$ cat src/rtl/io_burst_sequencer.sv
// Serialises word-wide read/write requests from two requesters into bursts of
// single-bit IO memory accesses at consecutive addresses, with alternating tie arbitration.
module io_burst_sequencer #(
    parameter int DATA_W = 24,
    parameter int ADDR_W = 8,
    parameter int LEN_W  = 5
) (
    input  logic              clk,
    input  logic              rst,
    input  logic              req0,
    input  logic              req1,
    input  logic              we0,
    input  logic              we1,
    input  logic [ADDR_W-1:0] addr0,
    input  logic [ADDR_W-1:0] addr1,
    input  logic [LEN_W-1:0]  len0,
    input  logic [LEN_W-1:0]  len1,
    input  logic [DATA_W-1:0] wdata0,
    input  logic [DATA_W-1:0] wdata1,
    output logic              ack0,
    output logic              ack1,
    output logic [DATA_W-1:0] rdata,
    output logic              busy,
    output logic              io_en,
    output logic [ADDR_W-1:0] io_address,
    output logic [DATA_W-1:0] io_dataIn,
    input  logic [DATA_W-1:0] io_dataOut
);
    typedef enum logic [1:0] {S_IDLE, S_XFER, S_DONE} state_t;

    localparam logic [LEN_W-1:0] MAX_LEN = LEN_W'(DATA_W);
    localparam logic [LEN_W-1:0] ONE_LEN = LEN_W'(1);

    state_t            state_q, state_d;
    logic              last_grant_q, last_grant_d;
    logic              gnt_q, gnt_d;
    logic              we_q, we_d;
    logic [LEN_W-1:0]  len_q, len_d;
    logic [LEN_W-1:0]  cnt_q, cnt_d;
    logic [DATA_W-1:0] wdata_q, wdata_d;
    logic [DATA_W-1:0] rbuf_q, rbuf_d;
    logic [DATA_W-1:0] rdata_q, rdata_d;
    logic              ack0_q, ack0_d;
    logic              ack1_q, ack1_d;
    logic              busy_q, busy_d;
    logic              io_en_q, io_en_d;
    logic              io_bit_q, io_bit_d;
    logic [ADDR_W-1:0] io_addr_q, io_addr_d;

    logic              pick1;
    logic              sel_we;
    logic [ADDR_W-1:0] sel_addr;
    logic [LEN_W-1:0]  sel_len;
    logic [LEN_W-1:0]  sel_len_clamped;
    logic [DATA_W-1:0] sel_wdata;
    logic              last_beat;

    // Only bit 0 of the IO read data carries information.
    logic unused_dataout;
    assign unused_dataout = ^io_dataOut[DATA_W-1:1];

    always_comb begin
        pick1     = req1 & (~req0 | ~last_grant_q);
        sel_we    = pick1 ? we1    : we0;
        sel_addr  = pick1 ? addr1  : addr0;
        sel_len   = pick1 ? len1   : len0;
        sel_wdata = pick1 ? wdata1 : wdata0;
        if (sel_len == '0) begin
            sel_len_clamped = ONE_LEN;
        end else if (sel_len > MAX_LEN) begin
            sel_len_clamped = MAX_LEN;
        end else begin
            sel_len_clamped = sel_len;
        end
        last_beat = (cnt_q == (len_q - ONE_LEN));
    end

    always_comb begin
        state_d      = state_q;
        last_grant_d = last_grant_q;
        gnt_d        = gnt_q;
        we_d         = we_q;
        len_d        = len_q;
        cnt_d        = cnt_q;
        wdata_d      = wdata_q;
        rbuf_d       = rbuf_q;
        rdata_d      = rdata_q;
        ack0_d       = 1'b0;
        ack1_d       = 1'b0;
        busy_d       = busy_q;
        io_en_d      = io_en_q;
        io_bit_d     = io_bit_q;
        io_addr_d    = io_addr_q;
        unique case (state_q)
            S_IDLE: begin
                if (req0 | req1) begin
                    state_d      = S_XFER;
                    gnt_d        = pick1;
                    last_grant_d = pick1;
                    we_d         = sel_we;
                    len_d        = sel_len_clamped;
                    wdata_d      = sel_wdata;
                    cnt_d        = '0;
                    rbuf_d       = '0;
                    busy_d       = 1'b1;
                    // IO outputs are registered one beat ahead so they change only on posedge.
                    io_en_d      = sel_we;
                    io_addr_d    = sel_addr;
                    io_bit_d     = sel_wdata[0];
                end
            end
            S_XFER: begin
                if (!we_q) begin
                    rbuf_d[cnt_q] = io_dataOut[0];
                end
                if (last_beat) begin
                    state_d   = S_DONE;
                    io_en_d   = 1'b0;
                    io_bit_d  = 1'b0;
                    io_addr_d = '0;
                    ack0_d    = ~gnt_q;
                    ack1_d    = gnt_q;
                    rdata_d   = rbuf_d;
                end else begin
                    cnt_d     = cnt_q + ONE_LEN;
                    io_addr_d = io_addr_q + ADDR_W'(1);
                    io_bit_d  = wdata_q[cnt_d];
                end
            end
            S_DONE: begin
                state_d = S_IDLE;
                busy_d  = 1'b0;
            end
            default: begin
                state_d = S_IDLE;
            end
        endcase
    end

    always_ff @(posedge clk or posedge rst) begin
        if (rst) begin
            state_q      <= S_IDLE;
            last_grant_q <= 1'b1;
            gnt_q        <= 1'b0;
            we_q         <= 1'b0;
            len_q        <= '0;
            cnt_q        <= '0;
            wdata_q      <= '0;
            rbuf_q       <= '0;
            rdata_q      <= '0;
            ack0_q       <= 1'b0;
            ack1_q       <= 1'b0;
            busy_q       <= 1'b0;
            io_en_q      <= 1'b0;
            io_bit_q     <= 1'b0;
            io_addr_q    <= '0;
        end else begin
            state_q      <= state_d;
            last_grant_q <= last_grant_d;
            gnt_q        <= gnt_d;
            we_q         <= we_d;
            len_q        <= len_d;
            cnt_q        <= cnt_d;
            wdata_q      <= wdata_d;
            rbuf_q       <= rbuf_d;
            rdata_q      <= rdata_d;
            ack0_q       <= ack0_d;
            ack1_q       <= ack1_d;
            busy_q       <= busy_d;
            io_en_q      <= io_en_d;
            io_bit_q     <= io_bit_d;
            io_addr_q    <= io_addr_d;
        end
    end

    assign ack0       = ack0_q;
    assign ack1       = ack1_q;
    assign rdata      = rdata_q;
    assign busy       = busy_q;
    assign io_en      = io_en_q;
    assign io_address = io_addr_q;
    assign io_dataIn  = {{(DATA_W-1){1'b0}}, io_bit_q};
endmodule

$ cat config.mk
export PLATFORM = sky130hd
export DESIGN_NAME = io_burst_sequencer
export DESIGN_NICKNAME = d
export VERILOG_FILES = /design/src/rtl/io_burst_sequencer.sv
export SDC_FILE = /design/constraint.sdc
export NUM_CORES = 1
export LEC_CHECK = 0
export ABC_AREA = 1
export ABC_CLOCK_PERIOD_IN_PS = 5000
export CAP_MARGIN = 20
export CORE_MARGIN = 1.5
export CORE_UTILIZATION = 40
export DETAILED_ROUTE_END_ITERATION = 10
export PLACE_DENSITY = 0.69
export SLEW_MARGIN = 25
export SYNTH_ARGS = -nofsm -noshare
export SYNTH_HDL_FRONTEND = slang
export SYNTH_SLANG_ARGS = --single-unit
$ cat constraint.sdc
create_clock -name clk -period 5 [get_ports clk]
set_clock_uncertainty 0.2 [all_clocks]
set_input_delay 1 -clock clk [delete_from_list [all_inputs] [get_ports clk]]
set_output_delay 1 -clock clk [all_outputs]
set_load 0.03 [all_outputs]
* Word-level counts from Yosys, hierarchy flattened
Cells that the tools add are included.
Storage, ports and cells: bits in registers 100, logic and storage cells 81, latch bits 0, memories 0, bits in read-only memories 0, memory bits (writable) 0, output and inout port bits 60, input bits 104
Cells by class: $mul 0, divide/modulo/power cells 0, equal/unequal tests 6, mux-type cells 35, order comparisons 4, shift operators 0, $add $sub $neg 3, bitwise operators 6, reduce and logical (&&, ||, !) cells 12
Operators by type and width (count):
- 24-bit two-way mux | 3
- 24-bit case mux with 2 select lines | 1
- 5-bit two-way mux | 5
- 24-bit bitwise mux | 1
- 8-bit two-way mux | 3
- 8-bit case mux with 2 select lines | 1
- 5-bit by 6-bit < comparator with 1-bit output (second input constant) | 2
- 1-bit two-way mux | 12
- 5-bit case mux with 2 select lines | 1
- 2-bit AND reduction | 5
- 8-bit by 1-bit adder with 8-bit output (second input constant) | 1
- 2-bit != test (second input constant) | 3
- 1-bit case mux with 2 select lines | 3
- 3-bit AND reduction | 2
- 5-bit by 1-bit adder with 5-bit output (second input constant) | 1
- 1-bit binary-select mux with 5-bit select | 1
- 1-bit demux with 5-bit select | 1
- 5-bit equality test | 1
- 5-bit by 1-bit greater-or-equal comparator with 1-bit output (second input constant) | 1
- 5-bit > comparator (second input constant) | 1
- 5-bit zero test | 1
- 5-bit by 1-bit subtractor with 5-bit output (second input constant) | 1
- 2-bit two-way mux | 2
- 2-bit case mux with 2 select lines | 1
- other kinds (8) | 12

* Logic depth before layout (Yosys ltp)
Gate-level depths: netlist of the first run.
depth after elaboration 7, mapped depth 13, gate-level depth less buffers 13

* Worst setup path after synthesis of the first run
Ideal clock, no wire load.
path kind input port to flip-flop, start point in req0, end point reg io_addr_q[6] (netlist: io_address[6]), required time 4.681 ns, library setup time 0.119 ns, stages on the path 6, setup slack 2.743 ns, arrival time 1.938 ns, path buffers 1, cell sequence o21ai_0 nand2_1 clkinv_1 clkbuf_1 nand2_1 o21a_1
On the way: cells in the longest elaborated chain, start to end 6, elaborated cells on any way between the ends 9, those cells by class eq/ne (1); mux (3); bitwise (4); reduce/logical (1)
Ends and longest elaborated chain:
- start, declared | RTL line 10 | input logic req0,
- 1-bit NOT | RTL line 63 | pick1 = req1 & (~req0 | ~last_grant_q);
- 1-bit OR | RTL line 63
- 1-bit AND | RTL line 63
- 8-bit two-way mux | RTL line 65 | sel_addr = pick1 ? addr1 : addr0;
- 8-bit two-way mux | RTL line 96 | if (req0 | req1) begin
- 8-bit case mux with 2 select lines | RTL line 94 | unique case (state_q)
- end signal, assigned | RTL line 172 | io_addr_q <= io_addr_d;
- end, declared | RTL line 48 | logic [ADDR_W-1:0] io_addr_q, io_addr_d;
Several ways; a longest one is shown, not always the timed one. The select of a mux whose other input is x is not followed. A chain may end at the register's enable or synchronous reset.

* Final worst setup path of the first run
start point in req0, end point reg io_en_q (netlist: io_en)
On the way: cells in the longest elaborated chain, start to end 6, elaborated cells on any way between the ends 9, those cells by class eq/ne (1); mux (3); bitwise (4); reduce/logical (1)
Ends and longest elaborated chain:
- 1-bit NOT | RTL line 63
- 1-bit OR | RTL line 63
- 1-bit AND | RTL line 63
- 1-bit two-way mux | RTL line 64 | sel_we = pick1 ? we1 : we0;
- 1-bit two-way mux | RTL line 96
- 1-bit case mux with 2 select lines | RTL line 94
- end signal, assigned | RTL line 170 | io_en_q <= io_en_d;
- end, declared | RTL line 46 | logic io_en_q, io_en_d;
Several ways; a longest one is shown, not always the timed one. The select of a mux whose other input is x is not followed.

==> metrics, run 1 <==
max_cap viols=0; Seq cells post-synth=100; worst hold-check path type=register to register; HPWL Detailed=roughly 9.3 mm; setup TNS=0 ns; Worst path slowest cell=nand2_1; fin crit period=about 3.0 ns; power per cell area=between 600 and 700 mW/mm^2; crit-path max FO=25; Yosys Warn Count=0; crit end category=register; Area Overhead vs Synth=26.48%; per-instance average area after synthesis=7.836 um^2; fin. max-slew vios=0; status=finished clean; Clk Latency, worst-skew pair=0.35 ns; Crit path max-delay family=buffers and inverters; Pleak=3.242 nW; Synth Flop Type=dfrtp_1; fin cells=979; synth cell count leaders=nand2_1, dfrtp_1, o21ai_0, nor2_1, inv_1; CP startpoint=req0; top-area cell type share of the netlist area=45.36%; DP Cell Count=about 960; register-to-register setup slack=2.22 ns; Max Clk Rate=329.9 MHz; first-pass detailed-route iteration total=4; largest net degree at the start of global routing=83; routed vias/inst=4.826; clock slew seen by the registers of the worst setup and hold paths=0.07 ns; Reg2Reg Depth=7; Resized cells post-CTS=0; final setup violation count=0; # port buffers=about 120; Worst Path Buf+Inv=3; area of the core=0.01330 mm^2; dominant cells by area after synthesis=dfrtp_1, nand2_1, o21ai_0; DRC viols=0; n_diodes=0; nature of the critical path startpoint=input port; number of synthesized flops with an enable pin=0; initial core utilization=roughly 40%; die width=119.9 um; Max Buffers Root-to-Sink=2; most common cell in the netlist=nand2_1; aggregate global-route resource usage=19.34%; fillers=between 1000 and 1500; Clk Tree Root Cell=clkbuf_16; initial DRC count=302; WL final=13.07 mm; kind of critical path=input port to register; TritonCTS clock tree=done; worst slew pin tran=0.9817 ns; Ports=roughly 160; initial antenna violation count=0; vias in the first global route=4641; FP Rows=42; crit path cell chain=clkdlybuf4s50_1, o21ai_0, nand2_1, clkinv_1, buf_4, o21ai_0, nand2_1; post-CTS setup buffers=0; Via Count=4725; synth unique cells=40; CTS Hold Bufs=0; asr flop ratio synth=100.0%; Seq/Total Area, Yosys=a little under half; RSZ-0062 raised after global routing=false; worst setup path end=io_en; RR Endpoint=rdata[21]; NumNets Final=908; share of cells above drive strength 1=7.721%; r2r startpoint=state_q[1]; CP max stage delay=0.74 ns; VDD IR max=236.7 uV; critical path depth=7; cell count after synthesis=approximately 700; Tcrit/Tclk final=60.62%; H-tree levels=3; ANT nets after route=0; Worst slew margin=about a third; Hold Vio Cnt, Final=0; CTS Buf Count=9; Critical Path RT=~5.0 ns; total gr overflow=0; area leader, netlist=dfrtp_1; Netlist Area Pre-Place=0.005461 mm^2; Die Ht=119.9 um; CP arrival=3.06 ns; drt wl/cell=13.35 um; full die area=0.01436 mm^2; global-route wire length before repair=22.26 mm; routability cong.=0.8473; clock sinks=100
[logic make-up after synthesis]
family	share of synthesized area, %
buf+inv	11.34
simple gates	22.54
other cells	0.06866
compound gates	17.69
xor+xnor	0.9622
fa+ha+maj	1.375
mux	0.1833
flops	45.84
[cell usage in the layout, fill, tap and decap left out, types with 2 or more instances in the layout]
| cell type | instances |
|---|---|
| a21oi_1 | 13 |
| a22o_1 | 7 |
| a22oi_1 | 5 |
| buf_4 | 5 |
| clkbuf_16 | 9 |
| clkdlybuf4s50_1 | 117 |
| clkinv_1 | 2 |
| clkinv_2 | 3 |
| conb_1 | 23 |
| dfrtp_1 | 99 |
| ha_1 | 6 |
| inv_1 | 64 |
| inv_2 | 4 |
| inv_6 | 4 |
| nand2_1 | 176 |
| nand2_2 | 2 |
| nand2_4 | 2 |
| nand3_1 | 31 |
| nand4_1 | 3 |
| nor2_1 | 69 |
| nor2_2 | 4 |
| nor3_1 | 3 |
| o21a_1 | 2 |
| o21ai_0 | 81 |
| o21ai_1 | 5 |
| o21ai_2 | 19 |
| o22ai_1 | 24 |
| o22ai_2 | 2 |
| or2_2 | 2 |
| xor2_1 | 6 |
[per-layer routing]
layer	GRT usage [%]	vias up	part of all wire (%)
li1	-	2414	-
met1	26.09	2178	49
met2	32.00	126	46
met3	4.087	7	4.7
met4	4.464	0	0.93
met5	0	-	0
[sequential cells by signal (all words and copies together), names as in the netlist, 2 cells and up]
| signal | flops |
|---|---|
| rdata | 24 |
| state_q | 2 |
| rbuf_q | 24 |
| io_address | 8 |
| wdata_q | 24 |
| len_q | 5 |
| cnt_q | 5 |
[where the power goes]
group          switching (mW)  total, mW  internal [mW]
Sequential              0.218       1.35           1.13
Clock                   0.316      0.656          0.340
Combinational            1.39       2.16          0.764
[worst min-delay path by stage]
stage	depth (start not counted)	endpoint	start
global route	1	ack0	gnt_q
global placement	1	ack0	gnt_q
floorplan	1	ack0	gnt_q
detailed placement	1	ack0	gnt_q
finish	1	ack0	gnt_q
CTS	1	ack0	gnt_q
[per-stage QoR]
step | hold slack [ns] | utilization [%] | power, mW | setup WS, ns | area [um^2]
after global routing | 0.2738 | 51.96 | 4.530 | 1.869 | 6908
after CTS | 0.2462 | 51.94 | 4.188 | 2.014 | 6905
after detailed placement | 0.2326 | 49.88 | 3.519 | 1.656 | 6631
after global placement | 0.2304 | 49.88 | 3.477 | 1.703 | 6631
after floorplan | 0.2022 | - | 2.918 | 1.183 | 5544
final | 0.2499 | 51.96 | 4.160 | 1.969 | 6908
[area by class of cell]
| class | count | area (um^2) | share of cell area (%) |
|---|---|---|---|
| Multi-Input combinational cell | 493 | 2424 | 35.08 |
| Timing Repair Buffer | 122 | 1209 | 17.50 |
| Sequential cell | 100 | 2504 | 36.24 |
| Clock inverter | 7 | 48.80 | 0.7064 |
| Clock buffer | 9 | 225.2 | 3.260 |
| Tap cell | 176 | 220.2 | 3.188 |
| Inverter | 72 | 277.8 | 4.021 |
Note: power is estimated with default switching activity, not from simulation.
==> inputs of run 2 (changes only) <==
Settings changed: ABC_CLOCK_PERIOD_IN_PS 5000 to 2590, PLACE_DENSITY 0.69 to 0.71.
Clock period 5 ns to 2.59 ns, I/O delays scaled along.
==> run 2 against run 1 <==
  * Die area unchanged
  * Combinational power increased by 100%
  * Utilization increased by 0.99 points
  * Register-to-register slack got worse by 1.8 ns
  * Clock-buffer cell count increased by 1
==> metrics, run 2 (synthesis results as in run 1) <==
status=finished clean (unchanged); routed vias/inst=4.812 (was 4.826); Max Buffers Root-to-Sink=2 (unchanged); TritonCTS clock tree=done (unchanged); Design Power=8.248 mW (was 4.160 mW); max_cap viols=0 (unchanged); Worst path slowest cell=clkdlybuf4s50_1 (was nand2_1); total gr overflow=0 (unchanged); full die area=0.01436 mm^2 (unchanged); commonest non-fill, non-tap cell in the layout=nand2_1 (unchanged); NumNets Final=920 (was 908); ANT nets after route=0 (unchanged); Reg2Reg Depth=12 (was 7); nature of the critical path startpoint=register (was input port); crit path cell chain=clkdlybuf4s50_1 (was clkdlybuf4s50_1, o21ai_0, nand2_1, clkinv_1, buf_4, o21ai_0, nand2_1); power per cell area=1172 mW/mm^2 (was 602.3 mW/mm^2); Hold Path Depth=1 (unchanged); fin crit period=approximately 2.2 ns; # port buffers=117 (unchanged); r2r startpoint=len_q[0] (was state_q[1]); Ports=164 (unchanged); Final Cell Area=0.007039 mm^2 (was 0.006908 mm^2); share of cells above drive strength 1=8.957% (was 7.721%); Critical Path RT=1.87 ns (was 5.02 ns); Worst slew margin=62.53% (was 34.39%); initial antenna violation count=0 (unchanged); kind of critical path=register to primary output (was input port to register); FP Rows=42 (unchanged); hold endpoint=ack0 (unchanged); worst hold-check path type=register to register (unchanged); HPWL Detailed=9.467 mm (was 9.256 mm); initial DRC count=342 (was 302); Die Ht=119.9 um (unchanged); global-route wire length before repair=21.99 mm (was 22.26 mm); Clk Tree Root Cell=clkbuf_16 (unchanged); Max Clk Rate=449.0 MHz; aggregate global-route resource usage=18.93% (was 19.34%); placed cell area=0.006748 mm^2 (was 0.006631 mm^2); DRC viols=0 (unchanged); CTS Hold Bufs=0 (unchanged); register-to-register setup slack=0.42 ns (was 2.22 ns); Via Count=4769 (was 4725); VDD IR max=515.0 uV (was 236.7 uV); CTS Buf Count=9 (unchanged); RR Endpoint=rdata[8] (was rdata[21]); first-pass detailed-route iteration total=4 (unchanged); CP max stage delay=0.72 ns (was 0.74 ns); crit-path max FO=6 (was 25); most frequent cells in the layout=nand2_1, clkdlybuf4s50_1, dfrtp_1 (unchanged); Clk Latency, worst-skew pair=0.35 ns (about the same); WL final=12.98 mm (was 13.07 mm); Pleak=3.316 nW (was 3.242 nW); vias in the first global route=4561 (was 4641); post-CTS setup buffers=0 (unchanged); Area Overhead vs Synth=28.89% (was 26.48%); drt wl/cell=13.10 um (was 13.35 um); clock sinks=100 (unchanged); H-tree levels=3 (unchanged); setup TNS=0 ns (unchanged); largest net degree at the start of global routing=101 (was 83); initial core utilization=41.08% (unchanged); RSZ-0062 raised after global routing=false (unchanged); Tcrit/Tclk final=a little under nine tenths; worst slew pin tran=0.5620 ns (was 0.9817 ns); Resized cells post-CTS=0 (unchanged); clock slew seen by the registers of the worst setup and hold paths=0.07 ns (about the same); area of the core=0.01330 mm^2 (unchanged); Hold Vio Cnt, Final=0 (unchanged); n_diodes=0 (unchanged); CP arrival=1.51 ns (was 3.06 ns); Worst Path Buf+Inv=1 (was 3); crit end category=primary output (was register); die width=119.9 um (unchanged); fin. max-slew vios=0 (unchanged); routability cong.=0.8209 (was 0.8473); Crit path max-delay family=buffers and inverters (unchanged); final setup violation count=0 (unchanged); worst hold start=gnt_q (unchanged)
==> run 2: routing by layer <==
layer	vias to the layer above	wire length (um)	GRT usage [%]
li1	2435	-	-
met1	2172	6222	26.88
met2	147	5917	29.56
met3	15	687	3.660
met4	0	152	5.357
met5	-	0	0
==> run 2: how the worst max path moves through the flow <==
stage / start / end / cells after the start / slack (ns)
after CTS: io_address[4] / io_address[4] / 1 / 0.35
after floorplan: cnt_q[0] / io_bit_q / 12 / 0.54
after global placement: req0 / len_q[0] / 8 / 0.14
after detailed placement: req0 / len_q[0] / 8 / 0.12
final: io_address[4] / io_address[4] / 1 / 0.36
after global routing: len_q[0] / rdata[8] / 12 / 0.18
==> run 2: final cells by class <==
class	count	area [um^2]
clock buffers	10	229.0
clock inverters	6	62.56
multi-input cells	493	2424
inverters	72	276.5
repair buffers	134	1324
flip-flops and latches	100	2504
fillers	1303	6256
well taps	176	220.2
==> run 2: power breakdown <==
part           internal, mW  leakage, nW  switching [mW]
registers              2.18         1.29           0.386
clock network         0.752        0.147           0.594
logic                  1.60         1.87            2.74
total                  4.53         3.32            3.72
==> run 2: metrics by stage <==
stage / cells / setup slack, ns / utilization (%) / hold WS, ns
2_1_floorplan: 719 / 0.5405 / - / 0.2022
3_3_place_gp: 975 / 0.1434 / 50.75 / 0.2425
3_5_place_dp: 975 / 0.1229 / 50.75 / 0.2456
4_1_cts: 991 / 0.3533 / 52.95 / 0.2548
5_1_grt: 991 / 0.1840 / 52.95 / 0.2739
6_report: 991 / 0.3627 / 52.95 / 0.2464
==> run 2: worst reg2reg max path: cells and delay by family, from the launching register on <==
| kind | cells | cell delay (ns) |
|---|---|---|
| AND/OR/NAND/NOR | 7 | 0.74 |
| buffers and inverters | 3 | 0.38 |
| flip-flops | 1 | 0.37 |
| adder cells (fa/ha/maj) | 1 | 0.30 |
| AO/OA/AOI/OAI | 1 | 0.05 |
==> inputs of run 3 (changes only) <==
Settings changed: CORE_MARGIN 1.5 to 3, SKIP_LAST_GASP from default to 1.
==> run 3 against run 2 <==
  * Utilization up 0.48 points
  * Sequential power about the same
  * Cell area up 0.91%
  * First-iteration DRC count down 28%
  * Total power up 0.12%
  * Maximum frequency down 1.3%
  * Die area up 5.1%
  * Final cell count up 0.40%
  * Critical endpoint unchanged
  * Highest routed layer unchanged
==> metrics, run 3 (synthesis results as in run 1) <==
share of cells above drive strength 1=9.402% (was 8.957%); r2r startpoint=cnt_q[0] (was len_q[0]); final setup violation count=0 (unchanged); crit end category=primary output (unchanged); largest net degree at the start of global routing=45 (was 101); DRC viols=0 (unchanged); total gr overflow=0 (unchanged); clock sinks=100 (unchanged); max_cap viols=0 (unchanged); ANT nets after route=0 (unchanged); Die Ht=122.9 um (was 119.9 um); HPWL Detailed=9.963 mm (was 9.467 mm); drt wl/cell=13.34 um (was 13.10 um); crit-path max FO=6 (unchanged); Final Core Density=53.43% (was 52.95%); vias in the first global route=4552 (was 4561); GR Util met2=28.56% (was 29.56%); Via Count=4802 (was 4769); VDD IR max=480.0 uV (was 515.0 uV); crit path cell chain=clkdlybuf4s50_1 (unchanged); routed vias/inst=4.826 (was 4.812); CP arrival=1.54 ns (was 1.51 ns); aggregate global-route resource usage=18.27% (was 18.93%); power per cell area=1163 mW/mm^2 (was 1172 mW/mm^2); fin crit period=2.256 ns (was 2.227 ns); Crit path max-delay family=buffers and inverters (unchanged); RSZ-0062 raised after global routing=false (unchanged); CP startpoint=io_address[4] (unchanged); grt met3 use=3.641% (was 3.660%); FP Rows=42 (unchanged); grt peak-use layer=met2 (unchanged); CP max stage delay=0.73 ns (was 0.72 ns); CTS Hold Bufs=0 (unchanged); worst hold-check path type=register to register (unchanged); initial core utilization=41.08% (unchanged); fin. max-slew vios=0 (unchanged); Worst Path Buf+Inv=1 (unchanged); setup TNS=0 ns (unchanged); post-CTS setup buffers=0 (unchanged); Clk Latency, worst-skew pair=0.34 ns (was 0.35 ns); worst slew pin tran=0.5651 ns (was 0.5620 ns); nature of the critical path startpoint=register (unchanged); full die area=0.01509 mm^2 (was 0.01436 mm^2); Hold Vio Cnt, Final=0 (unchanged); NumNets Final=925 (was 920); Max Buffers Root-to-Sink=2 (unchanged); global-route wire length before repair=22.17 mm (was 21.99 mm); most frequent cells in the layout=nand2_1, clkdlybuf4s50_1, dfrtp_1 (unchanged); Max Clk Rate=443.3 MHz (was 449.0 MHz); Reg2Reg Depth=10 (was 12); status=finished clean (unchanged); first-pass detailed-route iteration total=4 (unchanged); die width=122.9 um (was 119.9 um); area of the core=0.01330 mm^2 (unchanged); H-tree levels=3 (unchanged); TritonCTS clock tree=done (unchanged); register-to-register setup slack=0.48 ns (was 0.42 ns); multi-input logic area=0.002424 mm^2 (unchanged); CTS Buf Count=9 (unchanged); Area Overhead vs Synth=30.06% (was 28.89%); Ports=164 (unchanged); fillers=1274 (was 1303); worst setup path end=io_address[4] (unchanged); n_diodes=0 (unchanged); # port buffers=117 (unchanged); clock slew seen by the registers of the worst setup and hold paths=0.07 ns (about the same); FF+latch area=0.002504 mm^2 (unchanged); critical path depth=1 (unchanged); Clk Tree Root Cell=clkbuf_16 (unchanged); kind of critical path=register to primary output (unchanged); Worst slew margin=62.25% (was 62.53%); commonest non-fill, non-tap cell in the layout=nand2_1 (unchanged); met1 Use GR=26.16% (was 26.88%); Tcrit/Tclk final=87.09% (was 86.00%); Resized cells post-CTS=0 (unchanged); Worst path slowest cell=clkdlybuf4s50_1 (unchanged); initial DRC count=247 (was 342); RR Endpoint=io_bit_q (was rdata[8]); Critical Path RT=1.87 ns (about the same); routability cong.=0.8425 (was 0.8209); WL final=13.27 mm (was 12.98 mm); initial antenna violation count=0 (unchanged); Pleak=3.340 nW (was 3.316 nW)
## run 3: cell types whose count changed in the layout (fill, tap and decap cells not counted), sizes merged
cell,before,now
clkinv,5,3
clkbuf,10,11
buf,17,22
clkinvlp,1,3
inv,71,69
## run 3: how the worst min path moves through the flow
stage          start    to  cells after the start
3_5_place_dp   gnt_q  ack0                      1
6_report       gnt_q  ack0                      1
3_3_place_gp   gnt_q  ack0                      1
2_1_floorplan  gnt_q  ack0                      1
5_1_grt        gnt_q  ack0                      1
4_1_cts        gnt_q  ack0                      1
## run 3: layout make-up
| cell class | instances | area share [%] |
|---|---|---|
| Sequential cell | 100 | 35.25 |
| Multi-Input combinational cell | 493 | 34.12 |
| Timing Repair Buffer | 139 | 19.52 |
| Inverter | 72 | 3.893 |
| Clock buffer | 11 | 3.417 |
| Tap cell | 176 | 3.100 |
| Clock inverter | 4 | 0.7046 |
## run 3: through the flow
| step | instance area (um^2) | hold slack, ns | cells | power [mW] | worst slack [ns] |
|---|---|---|---|---|---|
| final | 7103 | 0.2368 | 995 | 8.258 | 0.3343 |
| after global routing | 7103 | 0.2596 | 995 | 8.938 | 0.1993 |
| after floorplan | 5548 | 0.2022 | 719 | 5.633 | 0.5405 |
| after detailed placement | 6810 | 0.2349 | 980 | 6.953 | 0.1016 |
| after global placement | 6810 | 0.2304 | 980 | 6.861 | 0.1813 |
| after CTS | 7103 | 0.2451 | 995 | 8.329 | 0.3251 |
## run 3: report_power, final
| part | internal [mW] | switching, mW | total, mW |
|---|---|---|---|
| sequential | 2.18 | 0.385 | 2.56 |
| combinational | 1.61 | 2.75 | 4.36 |
| clock | 0.769 | 0.566 | 1.33 |
| total | 4.56 | 3.70 | 8.26 |
## run 3: routing by layer
metal	share of wire (%)	routed length [um]
met5	0	0
met4	1.4	191
met3	5.1	672
met2	47	6216
met1	47	6190
